File: config.mk
export PLATFORM = sky130hd
export DESIGN_NAME = fadd_seq
export DESIGN_NICKNAME = d
export VERILOG_FILES = /design/src/rtl/fadd_seq.sv
export SDC_FILE = /design/constraint.sdc
export NUM_CORES = 1
export LEC_CHECK = 0
export ABC_AREA = 1
export CAP_MARGIN = 20
export CORE_UTILIZATION = 35
export CTS_BUF_LIST = sky130_fd_sc_hd__clkbuf_8
export CTS_CLUSTER_DIAMETER = 200
export DETAILED_ROUTE_END_ITERATION = 7
export GPL_TIMING_DRIVEN = 0
export PLACE_DENSITY = 0.54
export SYNTH_ARGS = -nofsm -noshare
export SYNTH_HDL_FRONTEND = slang
export SYNTH_SLANG_ARGS = --single-unit
File: constraint.sdc
create_clock -name clk -period 3.77 [get_ports clk]
set_input_delay 0.754 -clock clk [delete_from_list [all_inputs] [get_ports clk]]
set_output_delay 0.754 -clock clk [all_outputs]
set_load 0.005 [all_outputs]
File: src/rtl/fadd_seq.sv
// Multi-cycle IEEE-754 single-precision adder/subtractor (round-toward-zero, flush-to-zero).
// One operation walks IDLE->UNPK->ALIGN->ADD->NORM->PACK; result and flags are registered in PACK.
module fadd_seq #(
  parameter logic [31:0] QNAN = 32'h7FC0_0000,
  parameter logic [31:0] MAXF = 32'h7F7F_FFFF
) (
  input  logic        clk,
  input  logic        RSTN,
  input  logic        start,
  input  logic        sub,
  input  logic [31:0] a,
  input  logic [31:0] b,
  output logic        busy,
  output logic        done,
  output logic [31:0] result,
  output logic        zero,
  output logic        overflow,
  output logic        invalid
);

  typedef enum logic [2:0] {S_IDLE, S_UNPK, S_ALIGN, S_ADD, S_NORM, S_PACK} state_t;

  state_t state_q, state_d;

  logic [31:0] op_a_q, op_b_q;
  logic        sa_q, sb_q, inv_q, inf_q, inf_s_q;
  logic [7:0]  ea_q, eb_q;
  logic [23:0] ma_q, mb_q;
  logic        sx_q, sy_q;
  logic [7:0]  ex_q;
  logic [23:0] mx_q, my_q;
  logic [24:0] sum_q;
  logic [23:0] mn_q;
  logic signed [9:0] en_q;
  logic        zn_q;
  logic        busy_q, done_q, zero_q, ovf_q, invo_q;
  logic [31:0] result_q;

  // Leading-zero count of a 24-bit mantissa; 24 for an all-zero input.
  function automatic logic [4:0] lzc24(input logic [23:0] v);
    lzc24 = 5'd24;
    for (int i = 0; i < 24; i++)
      if (v[i]) lzc24 = 5'(23 - i);
  endfunction

  always_comb begin
    state_d = state_q;
    case (state_q)
      S_IDLE:  if (start) state_d = S_UNPK;
      S_UNPK:  state_d = S_ALIGN;
      S_ALIGN: state_d = S_ADD;
      S_ADD:   state_d = S_NORM;
      S_NORM:  state_d = S_PACK;
      S_PACK:  state_d = S_IDLE;
      default: state_d = S_IDLE;
    endcase
  end

  always_ff @(posedge clk) begin
    if (!RSTN) state_q <= S_IDLE;
    else       state_q <= state_d;
  end

  // Unpack
  logic [7:0]  a_exp, b_exp;
  logic        a_nan, b_nan, a_inf, b_inf;
  logic [23:0] ma_d, mb_d;
  assign a_exp = op_a_q[30:23];
  assign b_exp = op_b_q[30:23];
  assign a_nan = (a_exp == 8'hFF) && (op_a_q[22:0] != 23'd0);
  assign b_nan = (b_exp == 8'hFF) && (op_b_q[22:0] != 23'd0);
  assign a_inf = (a_exp == 8'hFF) && (op_a_q[22:0] == 23'd0);
  assign b_inf = (b_exp == 8'hFF) && (op_b_q[22:0] == 23'd0);
  assign ma_d  = (a_exp == 8'd0) ? 24'd0 : {1'b1, op_a_q[22:0]};
  assign mb_d  = (b_exp == 8'd0) ? 24'd0 : {1'b1, op_b_q[22:0]};

  // Align: X is the larger magnitude, Y is shifted right with truncation
  logic        a_ge;
  logic [7:0]  e_big, e_small, e_diff;
  logic [23:0] m_small, m_shift;
  assign a_ge    = {ea_q, ma_q} >= {eb_q, mb_q};
  assign e_big   = a_ge ? ea_q : eb_q;
  assign e_small = a_ge ? eb_q : ea_q;
  assign m_small = a_ge ? mb_q : ma_q;
  assign e_diff  = e_big - e_small;
  assign m_shift = (e_diff >= 8'd25) ? 24'd0 : (m_small >> e_diff);

  // Normalize
  logic [4:0]        lz;
  logic signed [9:0] e_ext, en_d;
  logic [23:0]       mn_d;
  assign lz    = lzc24(sum_q[23:0]);
  assign e_ext = $signed({2'b00, ex_q});
  assign en_d  = sum_q[24] ? e_ext + 10'sd1 : e_ext - $signed({5'b00000, lz});
  assign mn_d  = sum_q[24] ? sum_q[24:1] : (sum_q[23:0] << lz);

  // Pack: specials take priority over the arithmetic path
  logic [31:0] res_pk;
  logic        z_pk, o_pk, i_pk;
  always_comb begin
    res_pk = {sx_q, en_q[7:0], mn_q[22:0]};
    z_pk   = 1'b0;
    o_pk   = 1'b0;
    i_pk   = 1'b0;
    if (inv_q) begin
      res_pk = QNAN;
      i_pk   = 1'b1;
    end else if (inf_q) begin
      res_pk = {inf_s_q, 8'hFF, 23'd0};
    end else if (zn_q) begin
      res_pk = 32'h0000_0000;
      z_pk   = 1'b1;
    end else if (en_q <= 10'sd0) begin
      res_pk = {sx_q, 31'd0};
      z_pk   = 1'b1;
    end else if (en_q >= 10'sd255) begin
      res_pk = {sx_q, MAXF[30:0]};
      o_pk   = 1'b1;
    end
  end

  always_ff @(posedge clk) begin
    if (!RSTN) begin
      op_a_q <= '0; op_b_q <= '0;
      sa_q <= 1'b0; sb_q <= 1'b0; ea_q <= '0; eb_q <= '0; ma_q <= '0; mb_q <= '0;
      inv_q <= 1'b0; inf_q <= 1'b0; inf_s_q <= 1'b0;
      sx_q <= 1'b0; sy_q <= 1'b0; ex_q <= '0; mx_q <= '0; my_q <= '0;
      sum_q <= '0; mn_q <= '0; en_q <= '0; zn_q <= 1'b0;
      busy_q <= 1'b0; done_q <= 1'b0; result_q <= '0;
      zero_q <= 1'b0; ovf_q <= 1'b0; invo_q <= 1'b0;
    end else begin
      done_q <= 1'b0;
      case (state_q)
        S_IDLE: if (start) begin
          op_a_q <= a;
          op_b_q <= b ^ {sub, 31'd0};
          busy_q <= 1'b1;
        end
        S_UNPK: begin
          sa_q    <= op_a_q[31];
          sb_q    <= op_b_q[31];
          ea_q    <= a_exp;
          eb_q    <= b_exp;
          ma_q    <= ma_d;
          mb_q    <= mb_d;
          inv_q   <= a_nan | b_nan | (a_inf & b_inf & (op_a_q[31] != op_b_q[31]));
          inf_q   <= a_inf | b_inf;
          inf_s_q <= a_inf ? op_a_q[31] : op_b_q[31];
        end
        S_ALIGN: begin
          sx_q <= a_ge ? sa_q : sb_q;
          sy_q <= a_ge ? sb_q : sa_q;
          ex_q <= e_big;
          mx_q <= a_ge ? ma_q : mb_q;
          my_q <= m_shift;
        end
        S_ADD: sum_q <= (sx_q == sy_q) ? ({1'b0, mx_q} + {1'b0, my_q})
                                       : ({1'b0, mx_q} - {1'b0, my_q});
        S_NORM: begin
          mn_q <= mn_d;
          en_q <= en_d;
          zn_q <= (sum_q == 25'd0);
        end
        S_PACK: begin
          result_q <= res_pk;
          zero_q   <= z_pk;
          ovf_q    <= o_pk;
          invo_q   <= i_pk;
          done_q   <= 1'b1;
          busy_q   <= 1'b0;
        end
        default: ;
      endcase
    end
  end

  assign busy     = busy_q;
  assign done     = done_q;
  assign result   = result_q;
  assign zero     = zero_q;
  assign overflow = ovf_q;
  assign invalid  = invo_q;

endmodule

---- Word-level counts from Yosys, hierarchy flattened ----
Index checks and enable logic that the tools add are counted.
word-level totals
  register bits after elaboration ......... 290
  latch bits .............................. 0
  memory bits (writable) .................. 0
  memory bits (read-only) ................. 0
  output and inout port bits .............. 37
  word-level logic and storage cells ...... 126
  memories ................................ 0
cells by class
  add/sub/neg operators ................... 5
  multiply operators ...................... 0
  divide/modulo/power cells ............... 0
  $lt $le $gt $ge ......................... 4
  equal/unequal tests ..................... 10
  shifts and indexed selects .............. 2
  mux-type cells .......................... 57
  bitwise operators ....................... 6
  reductions and logical operators ........ 15
operators by type and width
  kind                                                                                   number
  24-bit 2-to-1 mux                                                                      5
  5-bit 2-to-1 mux                                                                       23
  32-bit 2-to-1 mux                                                                      3
  31-bit 2-to-1 mux                                                                      2
  23-bit zero test                                                                       2
  23-bit nonzero test                                                                    2
  32-bit greater-or-equal comparator                                                     1
  32-bit XOR                                                                             1
  24-bit by 24-bit adder with 25-bit output                                              1
  25-bit zero test                                                                       1
  25-bit 2-to-1 mux                                                                      1
  24-bit by 24-bit subtractor with 25-bit output                                         1
  24-bit by 5-bit left shift with 23-bit output                                          1
  24-bit by 8-bit >> shifter with 24-bit output                                          1
  23-bit 2-to-1 mux                                                                      1
  8-bit equality test (second input constant)                                            2
  8-bit zero test                                                                        2
  8-bit 2-to-1 mux                                                                       2
  1-bit 2-to-1 mux                                                                       15
  3-bit case mux with 5 select lines                                                     1
  10-bit by 9-bit greater-or-equal comparator with 1-bit output (second input constant)  1
  10-bit by 1-bit less-or-equal comparator with 1-bit output (second input constant)     1
  10-bit 2-to-1 mux                                                                      1
  8-bit by 1-bit adder with 9-bit output (second input constant)                         1
  18 further kinds                                                                       27

---- Depth between registers and ports, before layout ----
Gate-level depths: netlist (run 1).
  depth after elaboration ................. 26
  gate-level depth with buffers ........... 36
  depth with buffers taken out ............ 35

---- Worst setup path after synthesis (run 1) ----
Ideal clock, no wire load.
  path kind ............................... register to register
  start ................................... register my_q[0]
  end ..................................... register sum_q[23]
  setup time .............................. 0.116 ns
  arrival time ............................ 3.543 ns
  required time ........................... 3.654 ns
  slack ................................... 0.111 ns
  stages on the path, launching flop included .. 28
  buffers on the path ..................... 0
  period minus slack after synthesis ...... 3.659 ns
  cell sequence ........................... dfxtp_1 > inv_1 > ha_1 > inv_1 > nor3_1 > nor3b_1 > inv_1 > nor3_1 > nand2_1 > nor3_1 > nand3_1 > nand2_1 > xnor2_1 > ha_1 > nand4_1 > o221ai_1 > a21oi_1 > o21ai_0 > inv_1 > o21ai_0 > nand3_1 > nand2_1 > a21oi_1 > o21bai_1 > or2_2 > nand3_1 > o211ai_1 > inv_1
on the way
  cells in the longest elaborated chain, start to end .. 2
  elaborated cells on any way between the ends .. 3
  those cells by class .................... 2 x add/sub; 1 x mux
RTL lines
  element                                                                                                             RTL line  text
  start, declared                                                                                                     31        logic [23:0] mx_q, my_q;
  start signal, assigned                                                                                              155       my_q <= m_shift;
  24-bit by 24-bit subtractor with 25-bit output / 24-bit by 24-bit adder with 25-bit output (equally long branches)  158, 157
  25-bit 2-to-1 mux (*)                                                                                               157       S_ADD: sum_q <= (sx_q == sy_q) ? ({1'b0, mx_q} + {1'b0, my_q})
  end signal, assigned                                                                                                157
  end, declared                                                                                                       32        logic [24:0] sum_q;
Mark *: on every way between the ends. The rest lies on a longest branch, timed or not.
A chain may end at the register's enable or synchronous reset.

---- Worst setup path after layout (run 1) ----
  start ................................... register eb_q[2]
  end ..................................... register my_q[0]
on the way
  cells in the longest elaborated chain, start to end .. 5
  elaborated cells on any way between the ends .. 8
  those cells by class .................... 1 x add/sub; 2 x order compare; 1 x shift; 4 x mux
RTL lines
  element                                                                                                                               RTL line  text
  start, declared                                                                                                                       27        logic [7:0] ea_q, eb_q;
  start signal, assigned                                                                                                                143       eb_q <= b_exp;
  32-bit greater-or-equal comparator                                                                                                    81        assign a_ge = {ea_q, ma_q} >= {eb_q, mb_q};
  8-bit 2-to-1 mux, on equally long branches                                                                                            82, 83
  8-bit subtractor                                                                                                                      85        assign e_diff = e_big - e_small;
  24-bit by 8-bit >> shifter with 24-bit output / 8-bit by 5-bit greater-or-equal comparator with 1-bit output (equally long branches)  86        assign m_shift = (e_diff >= 8'd25) ? 24'd0 : (m_small >> e_diff);
  24-bit 2-to-1 mux (*)                                                                                                                 86
Marks and branches as above.

==> flow_summary.json, run 1 <==
{
  "async_flop_share": 0,
  "synth_area_leaders": "dfxtp_1 (35%), nand2_1 (10%), a21oi_1 (9.4%), nand3_1 (8.2%), o21ai_0 (7.8%)",
  "cts-root-buf": "clkbuf_8",
  "slowest_stage": "clkbuf_1",
  "period_needed_ps": 3790,
  "synth-simple-area-share": 0.249,
  "synth-edff-count": 0,
  "power.density_nw_per_um2": 605,
  "fin_ws_ps": -15.9,
  "crit_top_cell": "nand2_2",
  "rows": 79,
  "io_pins": 105,
  "synth.top_cell.area_share": 0.349,
  "die_width_microns": 220,
  "cp_max_fo": 10,
  "htreeDepth": 2,
  "violations": "setup timing",
  "crit_chain": "inv_1, ha_4, nand2_2, nor2_4, nand4_1, nor3b_2, nand2_4, nand2_4, buf_4, nand2_2, nand2_1, nand2_1, nand2_4, xor2_4, clkbuf_1, nand3_2, nand3_2, nand2_2, nand2_2, nand2_2, a21oi_2",
  "drt-initial-drc-count": 1162,
  "synth_cells": 2492,
  "startpoint_type": "flip-flop",
  "p_leak_nw": 8.88,
  "yosysSeqAreaShare": 0.349,
  "synthAdderAreaFrac": 0.0505,
  "grt_pass1_wl_microns": 93400,
  "die_area_sq_um": 48400,
  "vias_per_cell": 5.28,
  "path_buf_inv": 3,
  "grt.busiest_layer": "met2",
  "synth-seq-cells": 290,
  "vias": 17600,
  "cts_tree": "built",
  "cp_top_family": "simple AND/OR/NAND/NOR gates",
  "initial_core_util": 0.356,
  "yosysUniqueCellTypes": 50,
  "synth_top_family_by_area": "simple AND/OR/NAND/NOR gates",
  "grt_setup_unrepaired": "yes",
  "clk_pin_slew_ps": 60,
  "cts_max_path_buffers": 3,
  "synthXorXnorAreaFrac": 0.0299,
  "crit_type": "reg2reg",
  "yosysWarnings": 0,
  "overflow": 0,
  "cp.arrival_ps": 4340,
  "core_sq_um": 46800,
  "setup.worst_path.end_class": "flip-flop",
  "synth_compound_area_frac": 0.217,
  "drv_cap": 0,
  "yosysTopAreaCell": "dfxtp_1",
  "hold_path.class": "reg2reg",
  "hold_viol_final": 0,
  "drtAntennaViolNets": 0,
  "dpl.hpwl_microns": 47900,
  "wl_per_cell_microns": 18.3,
  "antenna_found_initial": 0,
  "skew_ps": 16.5,
  "peakVddDrop_uv": 255,
  "io_buffers": 104,
  "area_growth_pct": 30.0,
  "muxShareOfSynthArea": 0,
  "synthFlopType": "dfxtp_1",
  "grt_usage": 0.248,
  "gp_congestion": 0.932,
  "synth_area_sq_um": 16600,
  "drc": 0,
  "whs_ps": 465,
  "use_met1": 0.319,
  "ctsHoldBuffers": 0,
  "drive_gt1_frac": 0.160,
  "worst_pin_slew_ps": 1130,
  "clock_latency_ps": 630,
  "clock_sinks": 290,
  "wl_microns": 61100,
  "utilization": 0.463,
  "grt_max_degree": 14,
  "final-setup-viol-count": 2,
  "max_slew_margin": 0.247,
  "maxSlewViolCount": 0,
  "cp_data_required_time_ps": 4320,
  "slowest_delay_ps": 720,
  "use_met2": 0.431,
  "first_pass_iters": 5,
  "syn_area_per_cell_sq_um": 6.68,
  "cts_buffers": 52,
  "die_y_microns": 220,
  "synth_nets": 2626,
  "met3_usage": 0.0317,
  "timing.setup.tns_ps": -18.5,
  "outcome": "complete, but fails checks",
  "grt_pass1_vias": 16700,
  "fmax_mhz": 264,
  "period_share": 1.00,
  "fin_nets": 2835
}
-- cell families (layout without fill, tap and decap cells) --
logic type	count (synthesis)	in the layout
flip-flops	290	290
AO/OA/AOI/OAI	683	683
adder cells (fa/ha/maj)	66	66
other	0	1
AND/OR/NAND/NOR	940	940
buffers and inverters	457	698
XOR/XNOR	56	56
-- cell type report --
class                   count  area, sq um
multi-input cells        1745        10700
plain buffers             140          637
well taps                 607          759
diodes                      1         2.50
inverters                 316         1190
flip-flops and latches    290         5850
clock buffers              65          895
repair buffers            156         1500
clock inverters            21         97.6
fillers                  4765        25100
-- cells in the final DEF, fill, tap and decap left out, types with 39 or more instances in the layout --
master	netlist	routed
clkdlybuf4s50_1	0	104
clkbuf_1	114	103
ha_1	64	50
o22ai_1	46	46
dfxtp_1	290	267
nand3_4	0	39
clkbuf_8	0	65
buf_4	1	44
a21oi_1	312	295
nor2_1	119	114
inv_1	307	307
nand3_1	274	169
o21ai_0	261	252
nand2_1	452	396
nand4_1	41	41
nand3_2	2	68
nand2_2	4	40
-- repair_timing --
item | 4_1_cts | 5_1_grt
gates cloned | 0 | 4
endpoints found under the setup margin | 43 | 54
pin swaps | 20 | 129
resized for setup | 84 | 341
buffers inserted | 14 | 33
-- through the flow --
| stage | total power [mW] | cell area [sq um] | cells | setup slack, ps |
|---|---|---|---|---|
| 6_report | 13.1 | 21600 | 3341 | -15.9 |
| 4_1_cts | 11.6 | 19900 | 3303 | -296 |
| 2_1_floorplan | 6.87 | 16600 | 2492 | 111 |
| 5_1_grt | 13.9 | 21600 | 3340 | -331 |
| 3_5_place_dp | 8.44 | 18500 | 3203 | -1140 |
| 3_3_place_gp | 8.44 | 18400 | 3203 | -1140 |
-- layer usage --
layer | part of all wire | vias to the layer above | wire, microns
li1 | - | 8821 | -
met1 | 0.45 | 8298 | 27400
met2 | 0.49 | 420 | 29800
met3 | 0.040 | 102 | 2410
met4 | 0.024 | 0 | 1490
met5 | 0 | - | 0
-- worst register-to-register path: cells and delay by family, from the launching register on --
| kind | cells | cell delay (ps) |
|---|---|---|
| buf+inv | 3 | 930 |
| compound gates | 1 | 120 |
| simple gates | 15 | 1680 |
| flops | 1 | 360 |
| xor+xnor | 1 | 320 |
| fa+ha+maj | 1 | 290 |
-- path summary, 6_finish.rpt --
path              slack, ps                    start                       to  cells after the start
setup / recovery        -20     eb_q[2]$_SDFFE_PN0P_     my_q[0]$_SDFFE_PN0P_                     21
hold / removal          470  result[11]$_SDFFE_PN0P_  result[11]$_SDFFE_PN0P_                      2
setup reg to reg        -20     eb_q[2]$_SDFFE_PN0P_     my_q[0]$_SDFFE_PN0P_                     21
hold reg to reg         470  result[11]$_SDFFE_PN0P_  result[11]$_SDFFE_PN0P_                      2
-- flip-flops by register name, indices dropped and copies added (netlist names), 24 cells and up --
signal	flops
my_q	24
op_a_q	32
mb_q	24
sum_q	25
ma_q	24
mx_q	24
op_b_q	32
result	32
-- report_power, final --
group | leakage (nW) | internal (mW) | switching (mW)
Sequential | 2.37 | 3.29 | 0.167
Combinational | 5.95 | 2.36 | 4.41
Clock | 0.556 | 1.53 | 1.34
-- synthesized netlist by cell type, types with 5 or more instances --
master / count
a31oi_1: 20
nor2_1: 119
o22ai_1: 46
dfxtp_1: 290
nand2_1: 452
nand4_1: 41
nand3_1: 274
o21a_1: 5
nor3_1: 19
buf_1: 20
clkbuf_1: 114
inv_2: 5
a21oi_1: 312
ha_1: 64
o211ai_1: 16
xor2_1: 34
nand3b_1: 5
o21ai_0: 261
nor4_1: 11
xnor2_1: 21
inv_1: 307
Power figures use the tool's default switching activity.
==> run 2: changes to the inputs <==
CTS_CLUSTER_DIAMETER = 120   (was 200)
PLACE_DENSITY = 0.52   (was 0.54)
clock period = 4 ns   (was 3.77 ns; I/O delays follow)
==> run 2 against run 1 <==
Compared with the run above:
- the run now ends clean
- cell count decreased by 0.57%
- first-iteration DRC count shrank 3.4%
- critical path depth increased by 6
- clock skew rose by 19 ps
- sequential power is 6.1% lower
- clock power up 8.3%
- sequential share of layout area rose by 0.97 points
- combinational power down 19%
- clock-buffer cell count up 5
- critical endpoint is now sum_q[23]$_SDFFE_PN0N_
- largest power group unchanged
==> flow_summary.json, run 2 (synthesis results as in run 1) <==
{
  "fin_nets": 2809,
  "seq_area_sq_um": 5830,
  "timing.setup.tns_ps": 0,
  "final_common_cell": "nand2_1",
  "overflow": 0,
  "io_buffers": 104,
  "cp_data_required_time_ps": 4510,
  "htreeDepth": 2,
  "fillCellCount": 4906,
  "crit_type": "reg2reg",
  "drv_cap": 0,
  "cp_top_family": "simple AND/OR/NAND/NOR gates",
  "cp.arrival_ps": 4370,
  "io_pins": 105,
  "drtAntennaViolNets": 0,
  "die_area_sq_um": 48400,
  "initial_core_util": 0.356,
  "vias_per_cell": 5.24,
  "drive_gt1_frac": 0.116,
  "clock_latency_ps": 640,
  "cts_max_path_buffers": 3,
  "hold_viol_final": 0,
  "die_y_microns": 220,
  "dr_wl_met3_microns": 2310,
  "die_width_microns": 220,
  "clock_sinks": 290,
  "cts-root-buf": "clkbuf_8",
  "slowest_delay_ps": 370,
  "drt-met1-wl_microns": 27400,
  "maxSlewViolCount": 0,
  "area_growth_pct": 24.9,
  "setup.worst_path.end_class": "flip-flop",
  "cts_buffers": 53,
  "cts_tree": "built",
  "worst_pin_slew_ps": 1090,
  "grt_setup_unrepaired": "yes",
  "grt_pass1_wl_microns": 92300,
  "cp_max_fo": 4,
  "routed.top_layer": "met4",
  "period_share": 0.965,
  "path_buf_inv": 6,
  "grt_usage": 0.245,
  "clk_pin_slew_ps": 60,
  "core_sq_um": 46800,
  "wl_per_cell_microns": 18.2,
  "final-setup-viol-count": 0,
  "final_cell_mix": "nand2_1 (424), inv_1 (315), a21oi_1 (299)",
  "gp_congestion": 0.942,
  "dpl.hpwl_microns": 47700,
  "startpoint_type": "flip-flop",
  "slowest_stage": "ha_1",
  "final_cell_area_sq_um": 20800,
  "multi_input_area_sq_um": 9980,
  "grt_pass1_vias": 16400,
  "grt_max_degree": 17,
  "skew_ps": 35.7,
  "outcome": "finished clean",
  "max_slew_margin": 0.270,
  "vias": 17400,
  "antenna_found_initial": 0,
  "rows": 79,
  "peakVddDrop_uv": 225,
  "p_leak_nw": 8.63,
  "fmax_mhz": 259,
  "drt-initial-drc-count": 1123,
  "wl_microns": 60300,
  "hold_path.class": "reg2reg",
  "dr_wl_met2_microns": 28700,
  "power.density_nw_per_um2": 571,
  "period_needed_ps": 3860,
  "crit_top_cell": "inv_1",
  "first_pass_iters": 6,
  "place_area_sq_um": 18500,
  "antenna_cells": 0,
  "drc": 0
}
-- run 2: worst paths after layout --
kind	startpoint	end	slack, ps	depth (start not counted)
max	my_q[1]$_SDFFE_PN0P_	sum_q[23]$_SDFFE_PN0N_	140	27
min	result[10]$_SDFFE_PN0P_	result[10]$_SDFFE_PN0P_	470	2
max reg2reg	my_q[1]$_SDFFE_PN0P_	sum_q[23]$_SDFFE_PN0N_	140	27
min reg2reg	result[10]$_SDFFE_PN0P_	result[10]$_SDFFE_PN0P_	470	2
-- run 2: layout make-up --
class,instances,area share
Inverter,316,0.0570
Timing Repair Buffer,130,0.0615
Clock inverter,25,0.0103
Multi-Input combinational cell,1745,0.480
Sequential cell,290,0.280
Clock buffer,70,0.0463
Buffer,139,0.0285
Tap cell,607,0.0365
-- run 2: repair_timing --
item                                   in CTS  in global routing
setup endpoints to repair                  40                 50
hold buffers                                0                  0
setup buffers                               4                 18
gates resized for setup                    39                195
pin swaps                                   5                 63
endpoints found under the hold margin       0                  0
cloned                                      0                  4
-- run 2: routing by layer --
metal | GRT usage | vias up
met3 | 0.0333 | 116
met2 | 0.417 | 405
met5 | 0 | -
met1 | 0.317 | 8139
met4 | 0.0777 | 0
li1 | - | 8763
-- run 2: stage by stage --
stage | std cells | utilization | hold WS (ps) | total power [mW] | setup slack [ps]
CTS | 3301 | 0.423 | 468 | 11.2 | 3.22
detailed placement | 3203 | 0.395 | 458 | 7.94 | -1050
floorplan | 2492 | - | 442 | 6.47 | 341
global route | 3322 | 0.445 | 486 | 12.6 | -241
finish | 3322 | 0.445 | 466 | 11.9 | 138
global placement | 3203 | 0.395 | 453 | 7.95 | -983
-- run 2: power breakdown --
part / leakage [nW] / total, mW / internal [mW] / switching [mW]
sequential: 2.36 / 3.25 / 3.10 / 0.155
clock: 0.657 / 3.12 / 1.82 / 1.31
combinational: 5.61 / 5.50 / 1.82 / 3.68
-- run 2: worst register-to-register path, stage by stage (launching register included) --
cell      delay, ps
dfxtp_2         340
inv_2            80
ha_4            140
inv_2            30
nor3_2          160
nor3b_2         180
inv_1            90
nor3_2          210
nand2_2         110
nor3_4          160
nand3_2         110
buf_6           140
nor3_4          180
nor2_1           80
xor2_1          140
ha_1            370
nand2_1          80
o21ai_2         170
inv_1            70
o21ai_2         160
nand3_1         100
nand2_2         100
a21oi_2          50
o21bai_1        170
or2_4           140
nand3_2          40
o211ai_1        110
inv_1            50
==> run 3: changes to the inputs <==
CAP_MARGIN = unset   (was 20)
==> results of run 3 <==
The final DEF is identical to that of run 2; final timing and power are the same.
